[config.mk]
export PLATFORM = sky130hd
export DESIGN_NAME = sram_arb_flat
export DESIGN_NICKNAME = d
export VERILOG_FILES = /design/src/rtl/sram_arb_if.sv /design/src/rtl/sram_arb.sv /design/src/flat_wrapper.sv
export SDC_FILE = /design/constraint.sdc
export NUM_CORES = 1
export LEC_CHECK = 0
export ABC_AREA = 1
export CORE_AREA = 3 3 152 154
export DETAILED_ROUTE_END_ITERATION = 12
export DIE_AREA = 0 0 155 157
export PLACE_DENSITY = 0.74
export SYNTH_ARGS = -nofsm -noshare
export SYNTH_HDL_FRONTEND = slang
export SYNTH_SLANG_ARGS = --single-unit
export TNS_END_PERCENT = 1
[constraint.sdc]
create_clock -name clk -period 2.2 [get_ports clk]
set_input_delay 0.22 -clock clk [delete_from_list [all_inputs] [get_ports clk]]
set_output_delay 0.22 -clock clk [all_outputs]
set_load 0.02 [all_outputs]
[src/rtl/sram_arb_if.sv]
// Two-port SRAM arbiter bus: client request/response signals plus the SRAM side.
interface sram_arb_if #(
  parameter int unsigned AW = 23,
  parameter int unsigned DW = 64
);
  logic [1:0]    req_valid;
  logic [1:0]    req_ready;
  logic [1:0]    req_we;
  logic [AW-1:0] req_addr0;
  logic [AW-1:0] req_addr1;
  logic [DW-1:0] req_wdata0;
  logic [DW-1:0] req_wdata1;
  logic [1:0]    rsp_valid;
  logic [DW-1:0] rsp_rdata;
  logic [AW-1:0] sram_addr;
  logic [DW-1:0] sram_wdata;
  logic          sram_we;
  logic [DW-1:0] sram_rdata;

  // Arbiter side
  modport slave (
    input  req_valid, req_we, req_addr0, req_addr1, req_wdata0, req_wdata1, sram_rdata,
    output req_ready, rsp_valid, rsp_rdata, sram_addr, sram_wdata, sram_we
  );

  // Client / SRAM environment side
  modport master (
    output req_valid, req_we, req_addr0, req_addr1, req_wdata0, req_wdata1, sram_rdata,
    input  req_ready, rsp_valid, rsp_rdata, sram_addr, sram_wdata, sram_we
  );
endinterface

[src/rtl/sram_arb.sv]
// Two-port arbiter in front of a single-port synchronous SRAM, one request in flight.
// Optional macro SRAM_ARB_FIXED_PRIO_EN: port 0 always wins contention (no last-grant state);
// default build uses round-robin arbitration.
module sram_arb #(
  parameter int unsigned AW     = 23,
  parameter int unsigned DW     = 64,
  parameter int unsigned RD_LAT = 1
) (
  input  logic       clk,
  input  logic       rst,
  sram_arb_if.slave  bus
);

  localparam int unsigned CW = 2;

  typedef enum logic [1:0] {IDLE, ISSUE, WAIT, RESP} state_t;

  state_t        state;
  logic          lat_we;
  logic          lat_port;
  logic [CW-1:0] wait_cnt;
  logic          win_c;
  logic [1:0]    grant_c;

`ifndef SRAM_ARB_FIXED_PRIO_EN
  logic          last_gnt;
`endif

  // Pick the winning port from the current request vector
  always_comb begin
    win_c = 1'b0;
`ifdef SRAM_ARB_FIXED_PRIO_EN
    win_c = ~bus.req_valid[0];
`else
    if (&bus.req_valid) win_c = ~last_gnt;
    else                win_c = ~bus.req_valid[0];
`endif
    grant_c = 2'b00;
    if (!rst && state == IDLE) grant_c = bus.req_valid & (2'b01 << win_c);
  end

  assign bus.req_ready = grant_c;

  // Request FSM with registered SRAM drive and response outputs
  always_ff @(posedge clk) begin
    if (rst) begin
      state          <= IDLE;
      lat_we         <= 1'b0;
      lat_port       <= 1'b0;
      wait_cnt       <= '0;
      bus.rsp_valid  <= 2'b00;
      bus.rsp_rdata  <= '0;
      bus.sram_addr  <= '0;
      bus.sram_wdata <= '0;
      bus.sram_we    <= 1'b0;
`ifndef SRAM_ARB_FIXED_PRIO_EN
      last_gnt       <= 1'b1;
`endif
    end else begin
      case (state)
        IDLE: begin
          if (|grant_c) begin
            bus.sram_addr  <= win_c ? bus.req_addr1  : bus.req_addr0;
            bus.sram_wdata <= win_c ? bus.req_wdata1 : bus.req_wdata0;
            bus.sram_we    <= bus.req_we[win_c];
            lat_we         <= bus.req_we[win_c];
            lat_port       <= win_c;
`ifndef SRAM_ARB_FIXED_PRIO_EN
            last_gnt       <= win_c;
`endif
            state          <= ISSUE;
          end
        end
        ISSUE: begin
          bus.sram_we <= 1'b0;
          wait_cnt    <= '0;
          if (lat_we) begin
            bus.rsp_valid <= 2'b01 << lat_port;
            state         <= RESP;
          end else begin
            state <= WAIT;
          end
        end
        WAIT: begin
          if (wait_cnt == CW'(RD_LAT - 1)) begin
            bus.rsp_rdata <= bus.sram_rdata;
            bus.rsp_valid <= 2'b01 << lat_port;
            state         <= RESP;
          end else begin
            wait_cnt <= wait_cnt + CW'(1);
          end
        end
        RESP: begin
          bus.rsp_valid <= 2'b00;
          state         <= IDLE;
        end
        default: state <= IDLE;
      endcase
    end
  end

endmodule

[src/flat_wrapper.sv]
// flat-port wrapper written by rule: the top's interface ports become plain ports
module sram_arb_flat 
#(
  parameter int unsigned AW     = 23,
  parameter int unsigned DW     = 64,
  parameter int unsigned RD_LAT = 1
)
  (clk, rst, bus_req_valid, bus_req_we, bus_req_addr0, bus_req_addr1, bus_req_wdata0, bus_req_wdata1, bus_sram_rdata, bus_req_ready, bus_rsp_valid, bus_rsp_rdata, bus_sram_addr, bus_sram_wdata, bus_sram_we);
  sram_arb_if #(.AW(AW), .DW(DW)) bus_i ();
  input  logic clk;
  input  logic rst;
  input wire logic [$bits(bus_i.req_valid)-1:0] bus_req_valid;
  input wire logic [$bits(bus_i.req_we)-1:0] bus_req_we;
  input wire logic [$bits(bus_i.req_addr0)-1:0] bus_req_addr0;
  input wire logic [$bits(bus_i.req_addr1)-1:0] bus_req_addr1;
  input wire logic [$bits(bus_i.req_wdata0)-1:0] bus_req_wdata0;
  input wire logic [$bits(bus_i.req_wdata1)-1:0] bus_req_wdata1;
  input wire logic [$bits(bus_i.sram_rdata)-1:0] bus_sram_rdata;
  output wire logic [$bits(bus_i.req_ready)-1:0] bus_req_ready;
  output wire logic [$bits(bus_i.rsp_valid)-1:0] bus_rsp_valid;
  output wire logic [$bits(bus_i.rsp_rdata)-1:0] bus_rsp_rdata;
  output wire logic [$bits(bus_i.sram_addr)-1:0] bus_sram_addr;
  output wire logic [$bits(bus_i.sram_wdata)-1:0] bus_sram_wdata;
  output wire logic [$bits(bus_i.sram_we)-1:0] bus_sram_we;
  assign bus_i.req_valid = bus_req_valid;
  assign bus_i.req_we = bus_req_we;
  assign bus_i.req_addr0 = bus_req_addr0;
  assign bus_i.req_addr1 = bus_req_addr1;
  assign bus_i.req_wdata0 = bus_req_wdata0;
  assign bus_i.req_wdata1 = bus_req_wdata1;
  assign bus_i.sram_rdata = bus_sram_rdata;
  assign bus_req_ready = bus_i.req_ready;
  assign bus_rsp_valid = bus_i.rsp_valid;
  assign bus_rsp_rdata = bus_i.rsp_rdata;
  assign bus_sram_addr = bus_i.sram_addr;
  assign bus_sram_wdata = bus_i.sram_wdata;
  assign bus_sram_we = bus_i.sram_we;
  sram_arb #(.AW(AW), .DW(DW), .RD_LAT(RD_LAT)) u_core (.clk(clk), .rst(rst), .bus(bus_i));
endmodule
# Word level (Yosys, flattened, before mapping)
# Index checks and enable logic that the tools add are counted.
# op_classes
shifts	2
mux	17
n_reduce_logical	15
addsub	1
n_lt_le_gt_ge	1
n_eq_ne	7
n_bitwise	3
# ops
op	n
$mux 64	1
$mux 23	1
$mux 2	6
$reduce_and 2->1	6
$pmux 2 s4	1
$pmux 2 s3	1
$mux 1	5
$eq 2x2->1 const B	2
$logic_not 2->1	2
$ne 2x1->1 const B	2
$ne 2x2->1 const B	2
$pmux 2 s2	1
$reduce_bool 2->1	2
$shl 1x1->2 const A	2
$reduce_and 3->1	1
$reduce_bool 3->1	1
$add 2x1->2 const B	1
$and 2x2->2	1
$eq 2x1->1 const B	1
$lt 1x2->1 const B	1
$not 1->1	2
$pmux 1 s2	1
$reduce_or 2->1	1
$logic_and 1x1->1	1
$logic_not 1->1	1
# totals
word_cells	56
regBits	161

# Longest topological paths before layout
# depth
depth_word	8
mapped_depth	11
depth_no_buf	9

# Worst setup path before layout
# Ideal clock, no wire load.
# synth_timing
kind	register to register
from	register u_core.state[0]
to	register u_core.bus.sram_wdata[0]
arrival_time_ns	1.461
slack_ns	0.623
path_buffers	2
stages_incl_launch_ff	11
t_required_ns	2.084
synth_period_minus_slack_ns	1.577
path_cell_list	dfxtp_1 > inv_1 > ha_1 > inv_1 > nor2_4 > nand2_2 > nand2_4 > buf_6 > buf_4 > o21ai_0 > nor2_1
# synth_via
elab_chain_len	5
# synth_lines
item	line_no	text
from (decl)	sram_arb.sv:18	state_t state;
from (signal assigned)	sram_arb.sv:47	state <= IDLE;
from (signal assigned)	sram_arb.sv:71	state <= ISSUE;
from (signal assigned)	sram_arb.sv:79	state <= RESP;
$logic_not 2->1 (*)	sram_arb.sv:39, sram_arb.sv:60	
$logic_and 1x1->1	sram_arb.sv:39	if (!rst && state == IDLE) grant_c = bus.req_valid & (2'b01 << win_c);
$mux 2	sram_arb.sv:39	
$reduce_or 2->1	sram_arb.sv:62	if (|grant_c) begin
$reduce_and 2->1 (no source line) (*)	-	
to (signal assigned)	sram_arb.sv:64	bus.sram_wdata <= win_c ? bus.req_wdata1 : bus.req_wdata0;
to (decl)	sram_arb_if.sv:23	output req_ready, rsp_valid, rsp_rdata, sram_addr, sram_wdata, sram_we
# Every way passes the cells marked *; elsewhere a longest branch is shown, timed or not.
# A chain may end at the register's enable or synchronous reset.

# Final worst setup path
# layout_timing
from	register u_core.state[1]
to	output bus_req_ready[1]
# layout_via
elab_chain_len	3
# layout_lines
item	line_no	text
$logic_not 2->1	sram_arb.sv:39	
$logic_and 1x1->1	sram_arb.sv:39	
$mux 2	sram_arb.sv:39	
to (decl)	flat_wrapper.sv:19	output wire logic [$bits(bus_i.req_ready)-1:0] bus_req_ready;
# No other way between the ends.

==> flow_summary.json <==
{
  "post-place-ws_ns": 0.1943,
  "peakVddDrop_mv": 0.5177,
  "power.density_mw_per_mm2": 1125,
  "r2r_cells": 11,
  "yosysWarnings": 0,
  "placed_cell_area_mm2": 0.01115,
  "wl_per_cell_um": 15.29,
  "dp_hpwl_um": 18640,
  "setup_violations": 0,
  "synth_top_area_share": 0.4624,
  "crit_path_start_kind": "register",
  "status": "finished clean",
  "vias_per_cell": 4.700,
  "layout_common_cells": "clkdlybuf4s50_1 (396), nor2_1 (310), nand2_1 (189)",
  "cts-root-buf": "clkbuf_16",
  "port_buffers": 399,
  "rows": 54,
  "grt_max_degree": 91,
  "dr.pass1.iters": 5,
  "totalPowerFinal_uw": 13220,
  "yosys.area.top_type": "dfxtp_1",
  "cts_tree": "built",
  "final_common_cell": "clkdlybuf4s50_1",
  "io_pins": 400,
  "setup_tns_ns": 0,
  "diodes": 0,
  "grt_overflow": 0,
  "whs_path_depth": 4,
  "place_congestion": 0.8173,
  "track_usage": 0.1992,
  "critPathCaptureType": "output port",
  "hold_violations": 0,
  "drv_slew": 0,
  "syn_area_mm2": 0.006970,
  "p_switching_uw": 5039,
  "core_area_mm2": 0.02182,
  "fmax_ghz": 0.4817,
  "rsz0062_at_grt": "no",
  "finalCoreUtilization": 0.5386,
  "skew_ns": 0.01194,
  "combPwrFrac": 0.446,
  "power_leakage_uw": 0.005011,
  "cp_data_required_time_ns": 1.98,
  "cts.sinks": 161,
  "tightest_slew_ns": 0.6793,
  "die_h_um": 157,
  "ys_ff_latch": 161,
  "nets": 1634,
  "finalWirelength_um": 25650,
  "finalCriticalPeriod_ns": 2.076,
  "max_cap_viol_count": 0,
  "avgSynthCellArea_um2": 6.794,
  "path_class": "reg2out",
  "final_antenna_net_count": 0,
  "grt_pass1_wl_um": 38960,
  "cp.arrival_ns": 1.86,
  "area_growth_pct": 68.64,
  "seq_power_share": 0.325,
  "via_count": 7882,
  "die_w_um": 155,
  "cts.clk_slew.worst_paths_ns": 0.07,
  "min-delay-path-class": "in2reg",
  "swShare": 0.3812,
  "syn_inst": 1026,
  "ys_top_cells_by_area": "dfxtp_1 (46%), nor2_1 (17%), o21ai_0 (11%)",
  "max-slew-margin-rel": 0.5471,
  "worst_slack_ns": 0.1241,
  "numCtsBuffers": 17,
  "drc": 0,
  "die_area_mm2": 0.02434,
  "cts_hold_repair.buffers": 0,
  "antenna_found_initial": 0,
  "drive_gt1_frac": 0.04223,
  "synth_nets": 1276,
  "clockBufferDepth": 2,
  "dr.first_iter.drc_count": 546,
  "clkLatencyLatePin_ns": 0.42,
  "stdcell_area_mm2": 0.01176,
  "htreeDepth": 4,
  "crit_path_max_fanout": 4,
  "grt_pass1_vias": 7343,
  "clockPowerShare": 0.229,
  "min_period_over_period": 0.9436,
  "cts_setup_buffers": 0,
  "yosysSeqAreaShare": 0.4624,
  "yosysUniqueCellTypes": 25,
  "start_util": 0.3194,
  "p_int_uw": 8181
}
power by group through the flow:
| stage | clock network, uW | registers, uW | logic [uW] |
|---|---|---|---|
| floorplan | 0 | 5420 | 2000 |
| global placement | 0 | 4320 | 5880 |
| detailed placement | 0 | 4350 | 5930 |
| CTS | 3090 | 4300 | 5950 |
| global route | 3230 | 4410 | 6410 |
| finish | 3020 | 4300 | 5900 |
state kept, by name, indices dropped and copies added, names as in the netlist:
signal and count:
u_core.bus.sram_wdata 64, u_core.state 2, u_core.last_gnt 1, u_core.bus.rsp_rdata 64, u_core.lat_we 1, u_core.wait_cnt 2, u_core.bus.sram_addr 23, u_core.bus.rsp_valid 2
u_core.bus.sram_we 1, u_core.lat_port 1
routing by layer:
metal	up-vias	GRT usage	wire length, um	share of wire
met5	-	0	0	0
met4	0	0.06897	592	0.023
met3	34	0.05692	2008	0.078
met2	312	0.3458	12550	0.49
met1	3540	0.2363	10500	0.41
li1	3996	-	-	-
layout make-up:
| cell class | count | area [um^2] |
|---|---|---|
| inverters | 20 | 76.32 |
| multi-input cells | 769 | 3317 |
| clock inverters | 15 | 172.7 |
| fillers | 2067 | 10070 |
| repair buffers | 415 | 4189 |
| clock buffers | 17 | 425.4 |
| flip-flops and latches | 161 | 3224 |
| well taps | 280 | 350.3 |
repair_timing:
action,in CTS,in global routing
gates cloned,0,0
gates resized for setup,2,3
setup endpoints to repair,2,6
critical path, cell delays in order, from the launching register on:
cell	delay, ns
dfxtp_1	0.34
inv_1	0.12
ha_1	0.18
inv_1	0.08
nor2_4	0.13
nand2_2	0.07
inv_1	0.09
nand2_1	0.06
inv_1	0.05
dlygate4sd2_1	0.34
final timing paths:
path	from	end	slack (ns)
worst min-delay path	bus_req_valid[0]	u_core.last_gnt	0.35
worst max register to register	u_core.state[1]	u_core.bus.sram_wdata[27]	0.29
worst min register to register	u_core.bus.rsp_valid[1]	u_core.bus.rsp_valid[1]	0.48
worst max-delay path	u_core.state[1]	bus_req_ready[1]	0.12
cell usage after synthesis, drive strengths merged:
| cell type | count |
|---|---|
| a211oi | 2 |
| buf | 36 |
| nand3 | 95 |
| nand2 | 193 |
| dfxtp | 161 |
| o31ai | 1 |
| nand4 | 1 |
| a21oi | 7 |
| o21ai | 152 |
| clkbuf | 40 |
| inv | 19 |
| ha | 6 |
| nor3 | 1 |
| clkinv | 1 |
| nor2 | 311 |
stage by stage:
stage / cells / hold slack [ns]
2_1_floorplan: 1026 / 0.3867
3_3_place_gp: 1645 / 0.4524
3_5_place_dp: 1645 / 0.4613
4_1_cts: 1677 / 0.3617
5_1_grt: 1677 / 0.3699
6_report: 1677 / 0.3544
logic make-up (layout without fill, tap and decap cells):
| kind of cell | after synthesis | after routing | share of synthesized area |
|---|---|---|---|
| DFF | 161 | 161 | 0.4624 |
| adders and majority gates | 6 | 6 | 0.01077 |
| AOI/OAI and AO/OA | 162 | 162 | 0.1174 |
| and+or+nand+nor | 601 | 601 | 0.3463 |
| buffers and inverters | 96 | 467 | 0.06318 |
Note: power is estimated with default switching activity, not from simulation.
==> patch (same settings) <==
Add a define of `SRAM_ARB_FIXED_PRIO_EN`.
--- a/src/rtl/sram_arb.sv
+++ b/src/rtl/sram_arb.sv
@@ -3,2 +3,4 @@
 // default build uses round-robin arbitration.
+`define SRAM_ARB_FIXED_PRIO_EN
+
 module sram_arb #(
Behaviour: not the same (Yosys sat finds a counterexample within 4 cycles, from zero or initial values and one cycle with rst high).
==> patch against the unedited design <==
  * Worst setup slack improved by 0.035 ns
  * Power down 7.6%
  * Combinational power is 10% lower
  * Area after synthesis decreased by 3.2%
  * Routed wire length is 8.2% lower
  * Final area down 2.2%
  * Maximum frequency grew 1.7%
  * Sequential cell count down 1
  * Largest power group unchanged
==> patch: results (changes against the unedited design) <==
| Metric | Value |
|---|---|
| Worst-Margin Slew | 1.08 ns (was 0.679 ns) |
| First-pass iteration count of the detailed router | 4 (was 5) |
| Global Route Usage Sum | 18.1% (was 19.9%) |
| Vias in the first global route | 6882 (was 7343) |
| Via/cell ratio | 4.51 (was 4.70) |
| Max clock buf depth | 2 (unchanged) |
| Peak supply drop | 0.676 mV (was 0.518 mV) |
| Slowest cell delay on critical path | 0.37 ns (was 0.34 ns) |
| Placed Area | 0.0109 mm² (was 0.0112 mm²) |
| Syn Nets | 1262 (was 1276) |
| Leakage | 4.78 nW (was 5.01 nW) |
| Inst Count DP | 1635 (was 1645) |
| Top post-synthesis cells by count | 312 x nor2_1, 281 x nand2_1, 160 x dfxtp_1, 153 x o21ai_0, 41 x clkbuf_1 (was 310 x nor2_1, 189 x nand2_1, 161 x dfxtp_1, 149 x o21ai_0, 94 x nand3_1) |
| Final HPWL DP | 17400 µm (was 18600 µm) |
| CP max-delay cell | dlygate4sd2_1 (was dfxtp_1) |
| DR iter-0 viols | 392 (was 546) |
| Final instance count without filler cells | 1667 (was 1677) |
| Sequential share of the synthesized area | 47.5% (was 46.2%) |
| Synth unique cells | 20 (was 25) |
| Fill cell count | 2120 (was 2067) |
| Wire length of the first global-routing pass | 35600 µm (was 39000 µm) |
| Synth area leaders | dfxtp_1 47%, nor2_1 17%, nand2_1 16% (was dfxtp_1 46%, nor2_1 17%, o21ai_0 11%) |
| Share of cells above drive strength 1 | 3.75% (was 4.22%) |
| Crit Path Max Fanout | 5 (was 4) |
| Largest net degree at the start of global routing | 90 (was 91) |
| Biggest regs | u_core.bus.rsp_rdata: 64 flops, u_core.bus.sram_wdata: 64 flops, u_core.bus.sram_addr: 23 flops (unchanged) |
| Ys flop type | dfxtp_1 (unchanged) |
| Buffers on Ports | 399 (unchanged) |
| GP Congestion | 0.855 (was 0.817) |
| Asr flop ratio synth | 0% (unchanged) |
| Cells after synthesis | 1012 (was 1026) |
| Status | finished, final reports clean (unchanged) |
| Setup violators final | 0 (unchanged) |
| Initial antenna violation count | 1 (was 0) |
| Clk_skew | 0.0104 ns (was 0.0119 ns) |
| Worst Path Arrival | 1.82 ns (was 1.86 ns) |
| Average wire per standard cell | 14.1 µm (was 15.3 µm) |
-- patch: worst paths after layout --
| check | endpoint | cells after the start | slack [ns] | from |
|---|---|---|---|---|
| setup / recovery | bus_req_ready[0] | 5 | 0.16 | u_core.state[0]$_SDFFE_PP0P_ |
| hold / removal | u_core.lat_port$_SDFFE_PP0P_ | 4 | 0.34 | bus_req_valid[0] |
| setup reg to reg | u_core.wait_cnt[0]$_SDFFE_PP0P_ | 7 | 0.28 | u_core.state[0]$_SDFFE_PP0P_ |
| hold reg to reg | u_core.bus.sram_we$_SDFFE_PP0P_ | 2 | 0.47 | u_core.bus.sram_we$_SDFFE_PP0P_ |
-- patch: worst reg2reg max path: stages, from the launching register on --
cell      delay [ns]
dfxtp_1         0.41
inv_1           0.12
ha_1            0.25
nand2_2         0.08
buf_4           0.46
o21ai_0         0.25
nor2_1          0.17
a211oi_1        0.06
-- patch: final cells by class --
| cell class | instances | share of cell area, % |
|---|---|---|
| repair buffers | 410 | 35.9 |
| flip-flops and latches | 160 | 27.9 |
| multi-input cells | 768 | 27.6 |
| clock buffers | 19 | 3.94 |
| well taps | 280 | 3.05 |
| clock inverters | 13 | 1.04 |
| inverters | 17 | 0.566 |
-- patch: routing by layer --
layer | up-vias | global-route usage [%] | wire length, µm
met1 | 3295 | 20.9 | 9480
li1 | 3879 | - | -
met5 | - | 0 | 13
met3 | 33 | 5.99 | 2070
met2 | 308 | 31.7 | 11500
met4 | 2 | 5.80 | 517
-- patch: where the power goes --
| part | switching, W | internal (W) |
|---|---|---|
| Clock | 0.00131 | 0.00155 |
| Sequential | 0.000386 | 0.00368 |
| Combinational | 0.00292 | 0.00238 |
| Total | 0.00461 | 0.00761 |
-- patch: per-stage QoR --
| stage | total power, W | hold WS (ns) | utilization, % | worst slack [ns] |
|---|---|---|---|---|
| after floorplan | 0.00699 | 0.384 | - | 0.718 |
| after global placement | 0.00936 | 0.452 | 50.1 | 0.373 |
| after detailed placement | 0.00947 | 0.454 | 50.1 | 0.324 |
| after CTS | 0.0124 | 0.332 | 52.7 | 0.152 |
| after global routing | 0.0130 | 0.356 | 52.7 | 0.00317 |
| final | 0.0122 | 0.336 | 52.7 | 0.159 |
-- patch: repair_timing --
| item | in CTS | in global routing |
|---|---|---|
| setup endpoints to repair | 2 | 0 |
| gates resized for setup | 2 | 0 |
| buffers inserted | 0 | 0 |
-- patch: kinds of logic after synthesis --
family,share of synthesized area (%)
adders and majority gates,1.11
DFF,47.5
and+or+nand+nor,33.5
buffers and inverters,5.53
AOI/OAI and AO/OA,12.3
